--- src/rtl/issue_queue_if.sv ---
// Insert, result-broadcast and dispatch signal bundle for the issue queue.
// master drives loads/broadcasts and accepts issues; slave is the queue itself.
interface issue_queue_if #(
  parameter int unsigned TAG_W   = 4,
  parameter int unsigned DATA_W  = 32,
  parameter int unsigned NUM_CDB = 2
);
  logic                              load_valid;
  logic                              load_ready;
  logic [6:0]                        load_op;
  logic [TAG_W-1:0]                  load_tag;
  logic [DATA_W-1:0]                 load_pc;
  logic [DATA_W-1:0]                 load_v1;
  logic [DATA_W-1:0]                 load_v2;
  logic                              load_busy1;
  logic                              load_busy2;

  logic [NUM_CDB-1:0]                cdb_valid;
  logic [NUM_CDB-1:0][TAG_W-1:0]     cdb_tag;
  logic [NUM_CDB-1:0][DATA_W-1:0]    cdb_data;

  logic                              issue_valid;
  logic                              issue_ready;
  logic [6:0]                        issue_op;
  logic [TAG_W-1:0]                  issue_tag;
  logic [DATA_W-1:0]                 issue_v1;
  logic [DATA_W-1:0]                 issue_v2;
  logic [DATA_W-1:0]                 issue_pc;

  modport master (
    output load_valid, load_op, load_tag, load_pc, load_v1, load_v2,
           load_busy1, load_busy2, cdb_valid, cdb_tag, cdb_data, issue_ready,
    input  load_ready, issue_valid, issue_op, issue_tag, issue_v1, issue_v2,
           issue_pc
  );

  modport slave (
    input  load_valid, load_op, load_tag, load_pc, load_v1, load_v2,
           load_busy1, load_busy2, cdb_valid, cdb_tag, cdb_data, issue_ready,
    output load_ready, issue_valid, issue_op, issue_tag, issue_v1, issue_v2,
           issue_pc
  );
endinterface

--- src/rtl/issue_queue.sv ---
// Reservation-station issue queue: operand wakeup from result broadcasts,
// oldest-ready-first dispatch, lowest-free-slot insertion.
module issue_queue #(
  parameter int unsigned DEPTH   = 8,
  parameter int unsigned TAG_W   = 4,
  parameter int unsigned DATA_W  = 32,
  parameter int unsigned NUM_CDB = 2
) (
  input  logic                       clk,
  input  logic                       rst,
  input  logic                       flush,
  issue_queue_if.slave               bus,
  output logic [$clog2(DEPTH+1)-1:0] num_free,
  output logic                       full,
  output logic                       empty
);
  localparam int unsigned CW = $clog2(DEPTH + 1);
  localparam int unsigned IW = $clog2(DEPTH);

  typedef logic [NUM_CDB-1:0][TAG_W-1:0]  cdb_tag_t;
  typedef logic [NUM_CDB-1:0][DATA_W-1:0] cdb_data_t;

  // Returns {hit, data}; the lowest-numbered matching bus wins.
  function automatic logic [DATA_W:0] cdb_match(
    input logic [TAG_W-1:0]   tag,
    input logic [NUM_CDB-1:0] vld,
    input cdb_tag_t           tags,
    input cdb_data_t          data
  );
    logic [DATA_W:0] r;
    r = '0;
    for (int unsigned k = 0; k < NUM_CDB; k++) begin
      if (!r[DATA_W] && vld[k] && (tags[k] == tag)) begin
        r = {1'b1, data[k]};
      end
    end
    return r;
  endfunction

  logic [DEPTH-1:0]  valid_q;
  logic [DEPTH-1:0]  busy1_q;
  logic [DEPTH-1:0]  busy2_q;
  logic [6:0]        op_q  [DEPTH];
  logic [TAG_W-1:0]  tag_q [DEPTH];
  logic [DATA_W-1:0] pc_q  [DEPTH];
  logic [DATA_W-1:0] v1_q  [DEPTH];
  logic [DATA_W-1:0] v2_q  [DEPTH];
  // Age matrix instead of a sequence counter, so ordering never wraps:
  // older_q[i][j] set means entry i was accepted before entry j.
  logic [DEPTH-1:0]  older_q [DEPTH];

  logic [DEPTH-1:0]  ready;
  logic [DEPTH-1:0]  sel;
  logic [IW-1:0]     sel_idx;
  logic [IW-1:0]     free_idx;
  logic              any_ready;
  logic              load_fire;
  logic              issue_fire;
  logic [DATA_W:0]   wake1 [DEPTH];
  logic [DATA_W:0]   wake2 [DEPTH];
  logic [DATA_W:0]   byp1;
  logic [DATA_W:0]   byp2;

  assign ready     = valid_q & ~busy1_q & ~busy2_q;
  assign any_ready = |ready;

  always_comb begin
    logic blocked;
    sel     = '0;
    sel_idx = '0;
    blocked = 1'b0;
    for (int unsigned i = 0; i < DEPTH; i++) begin
      blocked = 1'b0;
      for (int unsigned j = 0; j < DEPTH; j++) begin
        if (ready[j] && older_q[j][i]) blocked = 1'b1;
      end
      sel[i] = ready[i] && !blocked;
      if (sel[i]) sel_idx = IW'(i);
    end
  end

  always_comb begin
    logic found;
    free_idx = '0;
    found    = 1'b0;
    num_free = '0;
    for (int unsigned i = 0; i < DEPTH; i++) begin
      num_free = num_free + CW'(!valid_q[i]);
      if (!found && !valid_q[i]) begin
        free_idx = IW'(i);
        found    = 1'b1;
      end
    end
  end

  assign full           = (num_free == '0);
  assign empty          = (num_free == CW'(DEPTH));
  assign bus.load_ready = (num_free != '0) && !flush;
  assign bus.issue_valid = any_ready && !flush;
  assign load_fire      = bus.load_valid && bus.load_ready;
  assign issue_fire     = bus.issue_valid && bus.issue_ready;

  // One-hot select OR-mux: all fields read zero when nothing is ready.
  always_comb begin
    bus.issue_op  = '0;
    bus.issue_tag = '0;
    bus.issue_pc  = '0;
    bus.issue_v1  = '0;
    bus.issue_v2  = '0;
    for (int unsigned i = 0; i < DEPTH; i++) begin
      if (sel[i]) begin
        bus.issue_op  = bus.issue_op  | op_q[i];
        bus.issue_tag = bus.issue_tag | tag_q[i];
        bus.issue_pc  = bus.issue_pc  | pc_q[i];
        bus.issue_v1  = bus.issue_v1  | v1_q[i];
        bus.issue_v2  = bus.issue_v2  | v2_q[i];
      end
    end
  end

  always_comb begin
    for (int unsigned i = 0; i < DEPTH; i++) begin
      wake1[i] = cdb_match(v1_q[i][TAG_W-1:0], bus.cdb_valid, bus.cdb_tag, bus.cdb_data);
      wake2[i] = cdb_match(v2_q[i][TAG_W-1:0], bus.cdb_valid, bus.cdb_tag, bus.cdb_data);
    end
    byp1 = cdb_match(bus.load_v1[TAG_W-1:0], bus.cdb_valid, bus.cdb_tag, bus.cdb_data);
    byp2 = cdb_match(bus.load_v2[TAG_W-1:0], bus.cdb_valid, bus.cdb_tag, bus.cdb_data);
  end

  always_ff @(posedge clk) begin
    if (rst || flush) begin
      valid_q <= '0;
    end else begin
      for (int unsigned i = 0; i < DEPTH; i++) begin
        if (valid_q[i] && busy1_q[i] && wake1[i][DATA_W]) begin
          v1_q[i]    <= wake1[i][DATA_W-1:0];
          busy1_q[i] <= 1'b0;
        end
        if (valid_q[i] && busy2_q[i] && wake2[i][DATA_W]) begin
          v2_q[i]    <= wake2[i][DATA_W-1:0];
          busy2_q[i] <= 1'b0;
        end
      end

      if (issue_fire) valid_q[sel_idx] <= 1'b0;

      // The load slot is currently invalid, so it never collides with the
      // wakeup or issue updates above.
      if (load_fire) begin
        valid_q[free_idx]  <= 1'b1;
        op_q[free_idx]     <= bus.load_op;
        tag_q[free_idx]    <= bus.load_tag;
        pc_q[free_idx]     <= bus.load_pc;
        v1_q[free_idx]     <= (bus.load_busy1 && byp1[DATA_W]) ? byp1[DATA_W-1:0] : bus.load_v1;
        v2_q[free_idx]     <= (bus.load_busy2 && byp2[DATA_W]) ? byp2[DATA_W-1:0] : bus.load_v2;
        busy1_q[free_idx]  <= bus.load_busy1 && !byp1[DATA_W];
        busy2_q[free_idx]  <= bus.load_busy2 && !byp2[DATA_W];
        older_q[free_idx]  <= '0;
        for (int unsigned j = 0; j < DEPTH; j++) begin
          if (IW'(j) != free_idx) older_q[j][free_idx] <= 1'b1;
        end
      end
    end
  end
endmodule
--- src/flat_wrapper.sv ---
// flat-port wrapper written by rule: the top's interface ports become plain ports
module issue_queue_flat 
#(
  parameter int unsigned DEPTH   = 8,
  parameter int unsigned TAG_W   = 4,
  parameter int unsigned DATA_W  = 32,
  parameter int unsigned NUM_CDB = 2
)
  (clk, rst, flush, num_free, full, empty, bus_load_valid, bus_load_op, bus_load_tag, bus_load_pc, bus_load_v1, bus_load_v2, bus_load_busy1, bus_load_busy2, bus_cdb_valid, bus_cdb_tag, bus_cdb_data, bus_issue_ready, bus_load_ready, bus_issue_valid, bus_issue_op, bus_issue_tag, bus_issue_v1, bus_issue_v2, bus_issue_pc);
  issue_queue_if #(.TAG_W(TAG_W), .DATA_W(DATA_W), .NUM_CDB(NUM_CDB)) bus_i ();
  input  logic clk;
  input  logic rst;
  input  logic flush;
  output logic [$clog2(DEPTH+1)-1:0] num_free;
  output logic full;
  output logic empty;
  input wire logic [$bits(bus_i.load_valid)-1:0] bus_load_valid;
  input wire logic [$bits(bus_i.load_op)-1:0] bus_load_op;
  input wire logic [$bits(bus_i.load_tag)-1:0] bus_load_tag;
  input wire logic [$bits(bus_i.load_pc)-1:0] bus_load_pc;
  input wire logic [$bits(bus_i.load_v1)-1:0] bus_load_v1;
  input wire logic [$bits(bus_i.load_v2)-1:0] bus_load_v2;
  input wire logic [$bits(bus_i.load_busy1)-1:0] bus_load_busy1;
  input wire logic [$bits(bus_i.load_busy2)-1:0] bus_load_busy2;
  input wire logic [$bits(bus_i.cdb_valid)-1:0] bus_cdb_valid;
  input wire logic [$bits(bus_i.cdb_tag)-1:0] bus_cdb_tag;
  input wire logic [$bits(bus_i.cdb_data)-1:0] bus_cdb_data;
  input wire logic [$bits(bus_i.issue_ready)-1:0] bus_issue_ready;
  output wire logic [$bits(bus_i.load_ready)-1:0] bus_load_ready;
  output wire logic [$bits(bus_i.issue_valid)-1:0] bus_issue_valid;
  output wire logic [$bits(bus_i.issue_op)-1:0] bus_issue_op;
  output wire logic [$bits(bus_i.issue_tag)-1:0] bus_issue_tag;
  output wire logic [$bits(bus_i.issue_v1)-1:0] bus_issue_v1;
  output wire logic [$bits(bus_i.issue_v2)-1:0] bus_issue_v2;
  output wire logic [$bits(bus_i.issue_pc)-1:0] bus_issue_pc;
  assign bus_i.load_valid = bus_load_valid;
  assign bus_i.load_op = bus_load_op;
  assign bus_i.load_tag = bus_load_tag;
  assign bus_i.load_pc = bus_load_pc;
  assign bus_i.load_v1 = bus_load_v1;
  assign bus_i.load_v2 = bus_load_v2;
  assign bus_i.load_busy1 = bus_load_busy1;
  assign bus_i.load_busy2 = bus_load_busy2;
  assign bus_i.cdb_valid = bus_cdb_valid;
  assign bus_i.cdb_tag = bus_cdb_tag;
  assign bus_i.cdb_data = bus_cdb_data;
  assign bus_i.issue_ready = bus_issue_ready;
  assign bus_load_ready = bus_i.load_ready;
  assign bus_issue_valid = bus_i.issue_valid;
  assign bus_issue_op = bus_i.issue_op;
  assign bus_issue_tag = bus_i.issue_tag;
  assign bus_issue_v1 = bus_i.issue_v1;
  assign bus_issue_v2 = bus_i.issue_v2;
  assign bus_issue_pc = bus_i.issue_pc;
  issue_queue #(.DEPTH(DEPTH), .TAG_W(TAG_W), .DATA_W(DATA_W), .NUM_CDB(NUM_CDB)) u_core (.clk(clk), .rst(rst), .flush(flush), .bus(bus_i), .num_free(num_free), .full(full), .empty(empty));
endmodule
--- config.mk ---
export PLATFORM = sky130hd
export DESIGN_NAME = issue_queue_flat
export DESIGN_NICKNAME = d
export VERILOG_FILES = /design/src/rtl/issue_queue_if.sv /design/src/rtl/issue_queue.sv /design/src/flat_wrapper.sv
export SDC_FILE = /design/constraint.sdc
export NUM_CORES = 2
export LEC_CHECK = 0
export BUFFER_PORTS_ARGS = -buffer_cell sky130_fd_sc_hd__buf_2
export CAP_MARGIN = 20
export CORE_ASPECT_RATIO = 0.6
export CORE_UTILIZATION = 36
export CTS_CLUSTER_DIAMETER = 50
export DETAILED_ROUTE_END_ITERATION = 6
export GPL_TIMING_DRIVEN = 0
export REMOVE_ABC_BUFFERS = 1
export SLEW_MARGIN = 20
export SYNTH_ARGS = -nofsm -noshare
export SYNTH_HDL_FRONTEND = slang
export SYNTH_SLANG_ARGS = --single-unit
--- constraint.sdc ---
create_clock -name clk -period 15.57 [get_ports clk]
set_input_delay 2.3355 -clock clk [delete_from_list [all_inputs] [get_ports clk]]
set_output_delay 2.3355 -clock clk [all_outputs]
set_load 0.1 [all_outputs]
==> results.md <==
- Outcome: finished with violations
- Worst VDD drop: 0.0000780 V
- Crit-path cells: inv_1, ha_1, fa_1, inv_1, fa_1, inv_1, fa_1, fa_1, xor2_1, a2111o_1, inv_1, buf_2
- Reg2reg setup slack: 8.83 ns
- Via density: around 7.0
- Startpoint type of the worst setup path: flip-flop
- Final Skew: 0.0383 ns
- Post-route ant nets: 0
- Violated checks: design-rule violations
- Die X: 461 um
- Fin crit period: around 7.5 ns
- PD cells: 106 nW/um^2
- Core area: 125000 sq um
- Largest net degree at the start of global routing: roughly 110
- Post-synthesis cell type count: 70
- Critical Path Source: u_core.valid_q[1]
- Drt total wl: 191 mm
- Vias in the first global route: 35989
- Initial Util: 0.365
- Ys async rst share: 0
- Clk sinks: 944
- Post-synth EDFFs: around 870
- Reg clk slew, reported paths: 0.07 ns
- Crit path arrival time: around 5.2 ns
- Initial antenna violation count: 30
- Port bufs: about 300
- Sequential element share of the synthesized area: 0.606
- Reg2Reg Depth: 16
- Remaining global-route overflow: 0
- Syn Area/Cell: 12.4 sq um
- Crit path max fanout: 12
- Ys flop type: edfxtp_1
- Final setup violation count: 0
- Slew @ Worst Pin: 1.33 ns
- Clk_lat worst skew: about 0.7 ns
- Reg2Reg Launch Point: u_core.valid_q[1]
- GR Util All Layers: 0.289
- Design Power: ~5700 uW
- Worst Setup EP: full
- Synth Instances: between 3000 and 4000
- Crit share post-route: 0.484
- DRC: 56
- Share of layout cells above drive strength 1: 0.194
- I/O pin count: 303
- DR iter-0 viols: slightly below 8000
- Core Rows: 100
- Finished Cell Area: ~54000 sq um
- Multi-input gate area: 16200 sq um
- Mapped Area: about 46000 sq um
- Final Util: 0.435
- Hold WC Path Type: reg2reg
- FF-to-FF End: u_core.v2_q[3][26]
- Max Fclk: roughly 0.13 GHz
- Clk root buf: clkbuf_16
- Post-CTS Setup Bufs: 0
- Worst EP required: around 13 ns
- Hold_buf cts: 0
- Min Hold Slack: approximately 0.44 ns
- Post-CTS sizing: 0
- Worst slew margin: 0.108
- Placed Instance Area: around 50000 sq um
- Clock Tree Buf Depth: 3
- Area growth syn-to-layout: 18.9%
- Area leader, netlist: edfxtp_1
- Synth area leaders: edfxtp_1, a221oi_1, a21oi_1, a222oi_1, dfxtp_1
- Die area: around 130000 sq um
- #FFs+latches synth: between 900 and 1000
- WL/cell: approximately 34 um
- Detailed Routing Iterations Pass 1: 7
- Pleak: around 0.018 uW
- Critical path type: reg2out
- Fill cells: roughly 11000
- Area occupied by registers: 27600 sq um
- Final hold violations: 0
- Critical path's slowest cell: dfxtp_1
- MaxCap Viol Count: 0
- Crit end category: output port
- TritonCTS clock tree: built
- GPL Wtd Cong: a little under 0.9
- First-pass GRT wire length: about 270 mm
- Slowest stage delay, CP: between 0.7 and 0.8 ns
- Via count: 39001
- DP HPWL: roughly 120 mm
- TritonCTS buffer count: just over 100
- # nets final: 3977
- Die Ht: 278 um
- Fin. max-slew vios: 0
- RSZ-0062 raised after global routing: false
- H-Tree Level Count: 3
- Top-area cell type share of the netlist area: 0.574
- YS warnings: 0
## routing by layer
| metal | track usage | wire length (um) | up-vias |
|---|---|---|---|
| li1 | - | - | 15547 |
| met1 | 0.404 | 73100 | 19204 |
| met2 | 0.396 | 78000 | 3615 |
| met3 | 0.110 | 30900 | 625 |
| met4 | 0.117 | 8600 | 10 |
| met5 | 0 | 69 | - |
## cells in the mapped netlist (all sizes together), types with 2 or more instances
library cell,n
edfxtp,872
a221oi,595
a21oi,540
clkbuf,285
buf,217
nand2,198
a222oi,147
a22o,109
nand3,104
xor2,103
dfxtp,72
a22oi,61
nor2,46
xnor2,42
nor4,34
o21ai,34
nand4,28
a21o,25
inv,23
nor2b,22
nor4bb,20
o2111ai,16
and2,8
nor3,8
nor3b,8
or4b,8
a2111oi,7
and3,5
ha,5
a31oi,4
fa,4
mux2i,4
a2111o,3
clkinv,3
nand3b,3
nand2b,2
nor4b,2
o21a,2
## how the worst min path moves through the flow
| stage | from | to | slack (ns) | depth (start not counted) |
|---|---|---|---|---|
| after global routing | u_core.older_q[3][4] | u_core.older_q[3][4] | 0.45 | 2 |
| after CTS | u_core.older_q[3][4] | u_core.older_q[3][4] | 0.44 | 2 |
| after detailed placement | u_core.older_q[3][4] | u_core.older_q[3][4] | 0.43 | 2 |
| after floorplan | u_core.older_q[3][4] | u_core.older_q[3][4] | 0.42 | 2 |
| final | u_core.older_q[3][6] | u_core.older_q[3][6] | 0.44 | 2 |
| after global placement | u_core.older_q[6][1] | u_core.older_q[6][1] | 0.43 | 1 |
## logic make-up (layout without fill, tap and decap cells)
| logic type | after synthesis | in the layout | share of synthesized area |
|---|---|---|---|
| AOI/OAI and AO/OA | 1550 | 1550 | 0.252 |
| xor gates and xnor gates | 145 | 145 | 0.0280 |
| adders and majority gates | 9 | 9 | 0.00313 |
| buffers and inverters | 528 | 714 | 0.0503 |
| DFF | 944 | 944 | 0.606 |
| muxes | 4 | 4 | 0.000878 |
| other | 0 | 7 | 0 |
| and+or+nand+nor | 501 | 501 | 0.0593 |
## per-stage QoR
step	setup slack [ns]	TNS, ns	std cells
after global routing	7.93	0	5554
after global placement	-6.56	-552.82	5164
after floorplan	4.71	0	3179
after detailed placement	8.89	0	5345
after CTS	8.05	0	5535
final	8.04	0	5557
## where the power goes
group	internal, uW	switching, uW	total [uW]
logic	99.6	259	359
registers	2770	10.2	2780
clock network	1500	1100	2600
## worst max-delay path: cells and delay by family (launching register included)
family	cells	cell delay (ns)
adders and majority gates	5	2.21
buffers and inverters	5	0.83
DFF	1	0.72
AOI/OAI and AO/OA	1	0.52
xor gates and xnor gates	1	0.20
## state kept, by name (all words and copies together) (netlist names)
| register | cells |
|---|---|
| u_core.op_q | 56 |
| u_core.pc_q | 256 |
| u_core.v1_q | 256 |
| u_core.older_q | 64 |
| u_core.busy1_q | 8 |
| u_core.tag_q | 32 |
| u_core.v2_q | 256 |
| u_core.valid_q | 8 |
| u_core.busy2_q | 8 |
## cell usage in the layout (no fill, tap or decap), types with 20 or more instances in the layout
master / instances
edfxtp_1: 872
a221oi_1: 595
a21oi_1: 540
buf_2: 306
nand2_1: 179
a222oi_1: 147
a22o_1: 109
clkbuf_16: 106
xor2_1: 103
nand3_1: 103
dfxtp_1: 72
a22oi_1: 61
buf_16: 54
buf_6: 53
nor2_1: 43
xnor2_1: 41
o21ai_0: 33
buf_4: 33
nand4_1: 27
a21o_1: 25
nor4bb_1: 20
## cell type report
cell class,count,area share
Sequential cell,944,0.510
Multi-Input combinational cell,2209,0.298
Timing Repair Buffer,498,0.0849
Clock buffer,126,0.0509
Tap cell,1683,0.0388
Clock inverter,64,0.0144
Inverter,26,0.00300
Antenna cell,7,0.000323
(Power assumes the default switching activity.)
